$ cat src/rtl/ledcube_scan_ctrl.sv
// Multiplexed LED-cube layer scanner: one layer lit per slot, with a frame
// buffer, an all-on lamp test and two animated plane patterns.
module ledcube_scan_ctrl #(
    parameter int N        = 3,
    parameter int SCAN_DIV = 50000
) (
    input  logic                   clock,
    input  logic                   reset_n,
    input  logic                   go,
    input  logic                   stop,
    input  logic                   ledtest,
    input  logic [1:0]             mode,
    input  logic                   step_tick,
    input  logic                   wr_en,
    input  logic [$clog2(N)-1:0]   wr_layer,
    input  logic [N*N-1:0]         wr_data,
    output logic [N-1:0]           layer_en,
    output logic [N*N-1:0]         row_on,
    output logic [1:0]             state,
    output logic                   frame_done
);

    localparam int LW = $clog2(N);
    localparam int CW = $clog2(SCAN_DIV);
    localparam int W  = N * N;

    typedef enum logic [1:0] {
        IDLE = 2'd0,
        TEST = 2'd1,
        RUN  = 2'd2
    } state_t;

    state_t          cur_state, state_nxt;
    logic [CW-1:0]   slot_cnt;
    logic [LW-1:0]   scan_layer, layer_nxt;
    logic [LW-1:0]   pos, pos_nxt;
    logic            dir_up, dir_nxt;
    logic [W-1:0]    row_pat, pat_nxt;
    logic [W-1:0]    frame_buf [N];
    logic            wrap, last_layer;

    assign wrap       = (slot_cnt == CW'(SCAN_DIV - 1));
    assign last_layer = (scan_layer == LW'(N - 1));
    assign layer_nxt  = last_layer ? '0 : scan_layer + LW'(1);
    assign state      = cur_state;

    always_comb begin
        state_nxt = cur_state;
        pos_nxt   = pos;
        dir_nxt   = dir_up;
        pat_nxt   = '0;

        case (cur_state)
            IDLE:    if (go) state_nxt = RUN; else if (ledtest) state_nxt = TEST;
            TEST:    if (!ledtest) state_nxt = IDLE;
            RUN:     if (stop) state_nxt = IDLE;
            default: state_nxt = IDLE;
        endcase

        // Bounce reverses at either end so the endpoints are shown only once per pass
        if (cur_state != RUN && state_nxt == RUN) begin
            pos_nxt = '0;
            dir_nxt = 1'b1;
        end else if (cur_state == RUN && step_tick) begin
            if (mode == 2'd1) begin
                pos_nxt = (pos == LW'(N - 1)) ? '0 : pos + LW'(1);
            end else if (mode == 2'd2) begin
                if (dir_up) begin
                    if (pos == LW'(N - 1)) begin
                        dir_nxt = 1'b0;
                        pos_nxt = pos - LW'(1);
                    end else begin
                        pos_nxt = pos + LW'(1);
                    end
                end else begin
                    if (pos == '0) begin
                        dir_nxt = 1'b1;
                        pos_nxt = pos + LW'(1);
                    end else begin
                        pos_nxt = pos - LW'(1);
                    end
                end
            end
        end

        case (state_nxt)
            TEST: pat_nxt = {W{1'b1}};
            RUN: begin
                if (mode == 2'd1 || mode == 2'd2)
                    pat_nxt = (layer_nxt == pos_nxt) ? {W{1'b1}} : '0;
                else
                    pat_nxt = frame_buf[layer_nxt];
            end
            default: pat_nxt = '0;
        endcase
    end

    always_ff @(posedge clock or negedge reset_n) begin
        if (!reset_n) begin
            cur_state  <= IDLE;
            slot_cnt   <= '0;
            scan_layer <= '0;
            pos        <= '0;
            dir_up     <= 1'b1;
            row_pat    <= '0;
            layer_en   <= '0;
            row_on     <= '0;
            frame_done <= 1'b0;
        end else begin
            cur_state  <= state_nxt;
            pos        <= pos_nxt;
            dir_up     <= dir_nxt;
            slot_cnt   <= wrap ? '0 : slot_cnt + CW'(1);
            frame_done <= wrap && last_layer;
            // The slot's pattern is frozen at its start; its first cycle is blanked
            if (wrap) begin
                scan_layer <= layer_nxt;
                layer_en   <= (state_nxt == IDLE) ? '0 : (N'(1) << layer_nxt);
                row_pat    <= pat_nxt;
                row_on     <= '0;
            end else begin
                row_on     <= row_pat;
            end
        end
    end

    always_ff @(posedge clock or negedge reset_n) begin
        if (!reset_n) begin
            for (int i = 0; i < N; i++) frame_buf[i] <= '0;
        end else if (wr_en && int'(wr_layer) < N) begin
            frame_buf[wr_layer] <= wr_data;
        end
    end

endmodule

$ cat config.mk
export PLATFORM = sky130hd
export DESIGN_NAME = ledcube_scan_ctrl
export DESIGN_NICKNAME = d
export VERILOG_FILES = /design/src/rtl/ledcube_scan_ctrl.sv
export SDC_FILE = /design/constraint.sdc
export NUM_CORES = 1
export LEC_CHECK = 0
export ABC_AREA = 1
export BUFFER_PORTS_ARGS = -buffer_cell sky130_fd_sc_hd__buf_2
export CAP_MARGIN = 30
export CELL_PAD_IN_SITES_DETAIL_PLACEMENT = 1
export CELL_PAD_IN_SITES_GLOBAL_PLACEMENT = 2
export CORE_UTILIZATION = 38
export DETAILED_ROUTE_END_ITERATION = 16
export PLACE_DENSITY_LB_ADDON = 0.1
export SETUP_SLACK_MARGIN = 0.05
export SYNTH_ARGS = -nofsm -noshare
export SYNTH_HDL_FRONTEND = slang
export SYNTH_SLANG_ARGS = --single-unit
$ cat constraint.sdc
create_clock -name clock -period 2.68 [get_ports clock]
set_input_delay 0.268 -clock clock [delete_from_list [all_inputs] [get_ports clock]]
set_output_delay 0.268 -clock clock [all_outputs]
set_load 0.05 [all_outputs]
### After elaboration in Yosys (flattened, before gate mapping)

Cells that the tools add are included.
W data, S select, Z words.

* register bits: 72
* bits of input ports: 20
* output and inout bits: 15
* word-level logic and storage cells: 80

* $add $sub $neg: 4
* order comparisons: 4
* equality and inequality tests: 12
* shifts and indexed selects: 1
* multiplexer cells: 33
* bitwise gates (word level): 2
* reductions and logical operators: 12

Operator list (number)
* $mux W9: 6
* $bwmux W27: 1
* $mux W2: 13
* $bmux W9 S2: 1
* $demux W9 S2: 1
* $pmux W9 S2: 1
* $add A16 B1 Y16 const B: 1
* $eq A16 B16 Y1 const B: 1
* $mux W16: 1
* $eq A2 B2 Y1 const B: 5
* $mux W1: 7
* $eq A2 B1 Y1 const B: 3
* $ge A3 B3 Y1 const B: 2
* $logic_not A2 Y1: 3
* $not A2 Y3: 2
* $pmux W2 S3: 1
* $logic_and A1 B1 Y1: 5
* $add A2 B1 Y2 const B: 2
* $ne A2 B2 Y1 const B: 2
* $reduce_bool A2 Y1: 2
* $lt A3 B1 Y1 const B: 1
* $mux W3: 1
* $reduce_and A3 Y1: 1
* $shl A1 B2 Y3 const A: 1
* 4 further kinds: 4

### Depth between registers and ports, before layout

* depth after elaboration: 11
* depth in mapped cells: 15
* depth with buffers taken out: 15

### Worst setup path after synthesis

Ideal clock, no wire load.

* kind: register -> register
* start point: register cur_state[1], in the netlist state[1]
* end point: register row_pat[0]
* setup time: 0.065 ns
* data arrival time: 2.028 ns
* data required time: 2.615 ns
* slack: 0.587 ns
* stages on the path, launching flop included: 14
* buffers on the path: 0
* clock period less this slack: 2.093 ns
* cell sequence: dfrtp_1 > nand2_1 > o22ai_1 > ha_1 > nand2_1 > nand2_1 > clkinv_1 > nand3_1 > nand2_2 > o21ai_4 > nand2_1 > nand2_1 > nand2_1 > nand2_1

* cells in the longest elaborated chain, start to end: 10
* elaborated cells between the ends (all ways): 19
* classes of those cells: eq/ne: 6; mux: 10; reduce/logical: 3

Ends and longest elaborated chain
* start: declaration: RTL line 33 `state_t cur_state, state_nxt;`
* start signal: assignment: RTL line 110 `cur_state <= state_nxt;`
* $mux W2 (2 in series): RTL line 54 `IDLE: if (go) state_nxt = RUN; else if (ledtest) state_nxt = TEST;`
* $pmux W2 S3 (*): RTL line 53 `case (cur_state)`
* net state_nxt[1]: RTL line 33
* $eq A2 B2 Y1: RTL line 61, 86
* $logic_and A1 B1 Y1: RTL line 61 `if (cur_state != RUN && state_nxt == RUN) begin`
* $mux W2: RTL line 61
* $eq A2 B2 Y1: RTL line 90 `pat_nxt = (layer_nxt == pos_nxt) ? {W{1'b1}} : '0;`
* $mux W9: RTL line 90
* $mux W9: RTL line 89 `if (mode == 2'd1 || mode == 2'd2)`
* $pmux W9 S2 (*): RTL line 86 `case (state_nxt)`
* end signal: assignment: RTL line 119 `row_pat <= pat_nxt;`
* end: declaration: RTL line 38 `logic [W-1:0] row_pat, pat_nxt;`

The timed path passes the listed nets; every way through them passes the cells marked *.
A chain may end at the register's enable or synchronous reset.

### Final worst setup path

* start point: register cur_state[0], in the netlist state[0]
* end point: register row_pat[2]

* elaborated cells between the ends (all ways): 19
* classes of those cells: eq/ne: 6; mux: 10; reduce/logical: 3

RTL lines (RTL line)
* $eq A2 B2 Y1 (tied with other cells): 53
* $pmux W2 S3 (*): 53
* net state_nxt[1]: 33
* $eq A2 B2 Y1: 61, 86
* $logic_and A1 B1 Y1: 61
* $mux W2: 61
* $eq A2 B2 Y1: 90
* $mux W9: 90
* $mux W9: 89
* $pmux W9 S2 (*): 86

Marks and branches as above.

==> flow_metrics.tcl <==
set metrics [dict create \
    dp_cells 518 \
    dpl.hpwl_mm 5.48 \
    drtIter0Drc 100 \
    seqPwrFrac_pct 45.5 \
    fin_crit_sh_pct 79.0 \
    syn_area_mm2 0.00334 \
    synth_top_area_cell "dfrtp_1" \
    viasPerCell 4.93 \
    path_cells "inv_1 > nand2_1 > o22ai_1 > ha_1 > nand2_1 > nand2_1 > clkinv_1 > nand3_1 > nand2_2 > o21ai_4 > nand2_1 > nand2_1 > nand2_1 > nand2_1" \
    worstSetupPathType "reg -> reg" \
    vias 2640 \
    gp_congestion 0.718 \
    ys_top_cells_by_area "dfrtp_1 (53%), nand2_1 (12%), inv_1 (6.0%)" \
    hold_class "in -> reg" \
    rsz0062_at_grt "no" \
    max_slew.worst_pin.slew_ns 0.857 \
    port_buffers 34 \
    ir_drop_mv 0.311 \
    cts_buffers 9 \
    layout-drive-gt1-share_pct 17.4 \
    ioPinCount 35 \
    setup_violations 0 \
    start_util_pct 39.9 \
    die_area_mm2 0.00917 \
    cp.required_ns 2.98 \
    synth-edff-count 0 \
    wl_per_cell_um 14.4 \
    tns_ns 0 \
    slew_headroom_pct 42.4 \
    min_from "stop" \
    grt_pass1_vias 2780 \
    synth_cell_types 38 \
    crit_family "simple AND/OR/NAND/NOR gates" \
    std_cell_rows 33 \
    cpMaxStageDelayCell "dfrtp_1" \
    diodes 0 \
    power.internal_mw 1.96 \
    cp_max_fo 9 \
    min_to "state[1]$_DFF_PN0_" \
    end_kind "flop" \
    antenna_found_initial 0 \
    start_kind "flop" \
    hold_viol 0 \
    syn_area_per_cell_um2 8.68 \
    async_reset_ff_share_pct 100 \
    cts_root_buffer "clkbuf_8" \
    whs_path_depth 2 \
    yosysWarnings 0 \
    cp.arrival_ns 2.41 \
    path_buf_inv 2 \
    place_area_mm2 0.00363 \
    fin_area_mm2 0.00392 \
    cp_slowest_stage_delay_ns 0.38 \
    grt_usage_pct 19.6 \
    core_mm2 0.00838 \
    synthTopCellsByCount "nand2_1 (109), dfrtp_1 (71), inv_1 (53)" \
    yosysSeqAreaShare_pct 54.0 \
    startpoint "state[0]$_DFF_PN0_" \
    reg2regPathDepth 14 \
    synth_flop_cell "dfrtp_1" \
    yosysTopAreaCellShare_pct 53.2 \
    holdWs_ns 0.171 \
    synth_seq_cells 72 \
    yosysMostFrequentCell "nand2_1" \
    cts.sinks 72 \
    status "complete, no violations" \
    layout.cells.non_filler 536 \
    grt_overflow_total 0 \
    drv_slew 0 \
    min_period_ns 2.12 \
    path_clk_slew_ns 0.08 \
    cts_tree "done" \
    die_y_um 95.8 \
    finalNetCount 452 \
    syn_inst 385 \
    grt_max_degree 40 \
    path_common_cell "nand2_1" \
    max_freq_ghz 0.472 \
    skew_ns 0.00951 \
    comb_power_share_pct 14.1 \
    routed_wl_mm 7.72 \
    drv_cap 0 \
    ant_nets 0 \
    utilization_pct 46.7 \
    p_sw_mw 0.739 \
    synth_fp_nets 411 \
    cts_buffer_depth 2 \
    rr_startpoint "state[0]$_DFF_PN0_" \
    cts_setup_buffers 0 \
    drc 0 \
    power_leakage_nw 1.91 \
    grt_pass1_wl_mm 13.3 \
    rrSetupSlack_ns 0.56 \
    clock_latency_ns 0.35 \
    clockPowerShare_pct 40.4 \
    r2r_end "row_pat[2]$_DFFE_PN0N_" \
    dr.pass1.iters 4 \
    cts_max_level 3 \
    power_density_mw_per_mm2 689 \
    die_w_um 95.8 \
    switching_share_pct 27.4 \
    syn2layout_area_growth_pct 17.2 \
]
[layer usage]
metal / track usage [%] / vias to the layer above / part of all wire, %
met2: 31.8 / 37 / 46
met3: 3.32 / 9 / 2.3
met1: 25.8 / 1280 / 50
li1: - / 1314 / -
met4: 8.58 / 0 / 1.7
met5: 0 / - / 0
[through the flow]
step           power, mW  setup slack, ns
6_report            2.70            0.563
3_3_place_gp        1.62            0.666
3_5_place_dp        1.63            0.548
2_1_floorplan       1.50            0.587
4_1_cts             2.73            0.512
5_1_grt             2.85            0.248
[worst max path at each step]
stage	to	slack [ns]	cells after the start
after floorplan	row_pat[0]$_DFFE_PN0N_	0.59	13
after global placement	row_pat[6]$_DFFE_PN0N_	0.67	14
after detailed placement	row_pat[2]$_DFFE_PN0N_	0.55	14
after CTS	row_pat[2]$_DFFE_PN0N_	0.51	14
after global routing	row_pat[5]$_DFFE_PN0N_	0.25	14
final	row_pat[2]$_DFFE_PN0N_	0.56	14
[layout by cell type (no fill, tap or decap), types with 2 or more instances in the layout]
cell type,count
a21oi_1,14
buf_12,2
buf_2,34
bufinv_16,3
clkbuf_8,10
clkinv_1,3
dfrtp_1,71
ha_1,6
inv_1,53
inv_2,3
nand2_1,109
nand2_2,5
nand3_1,12
nand4_1,5
nor2_1,15
nor2_4,3
nor3_1,3
o21ai_0,31
o21ai_1,4
o21ai_2,2
o21bai_1,9
o22ai_1,10
o31ai_1,2
xor2_1,3
[kinds of logic (layout without fill, tap and decap cells)]
family / Yosys count / in the layout / synth area share (%)
and+or+nand+nor: 160 / 160 / 21.5
buffers and inverters: 67 / 113 / 7.75
DFF: 72 / 72 / 54.0
AOI/OAI and AO/OA: 76 / 76 / 13.5
adders and majority gates: 6 / 6 / 2.25
xor gates and xnor gates: 4 / 4 / 1.05
[timing repair]
item,in CTS,in global routing
hold endpoints to repair,0,4
hold buffers,0,1
resized for setup,0,0
[registers in the layout, summed over array words and instances (netlist names), 2 cells and up]
| register | flops |
|---|---|
| frame_buf | 27 |
| slot_cnt | 16 |
| row_on | 9 |
| row_pat | 9 |
| layer_en | 3 |
| pos | 2 |
| scan_layer | 2 |
| state | 2 |
[cell type report]
type                            instances  area [um2]
Inverter                               59         221
Clock inverter                          6         115
Clock buffer                           10         138
Fill cell                            1001        4470
Multi-Input combinational cell        246        1280
Timing Repair Buffer                   38         228
Sequential cell                        72        1800
Tap cell                              105         131
[power groups by stage]
| stage | Sequential [mW] | Combinational (mW) | Clock (mW) |
|---|---|---|---|
| after floorplan | 1.25 | 0.253 | 0 |
| after global placement | 1.24 | 0.376 | 0 |
| after detailed placement | 1.25 | 0.383 | 0 |
| after CTS | 1.23 | 0.386 | 1.11 |
| after global routing | 1.24 | 0.449 | 1.16 |
| final | 1.23 | 0.380 | 1.09 |
(Power assumes the default switching activity.)
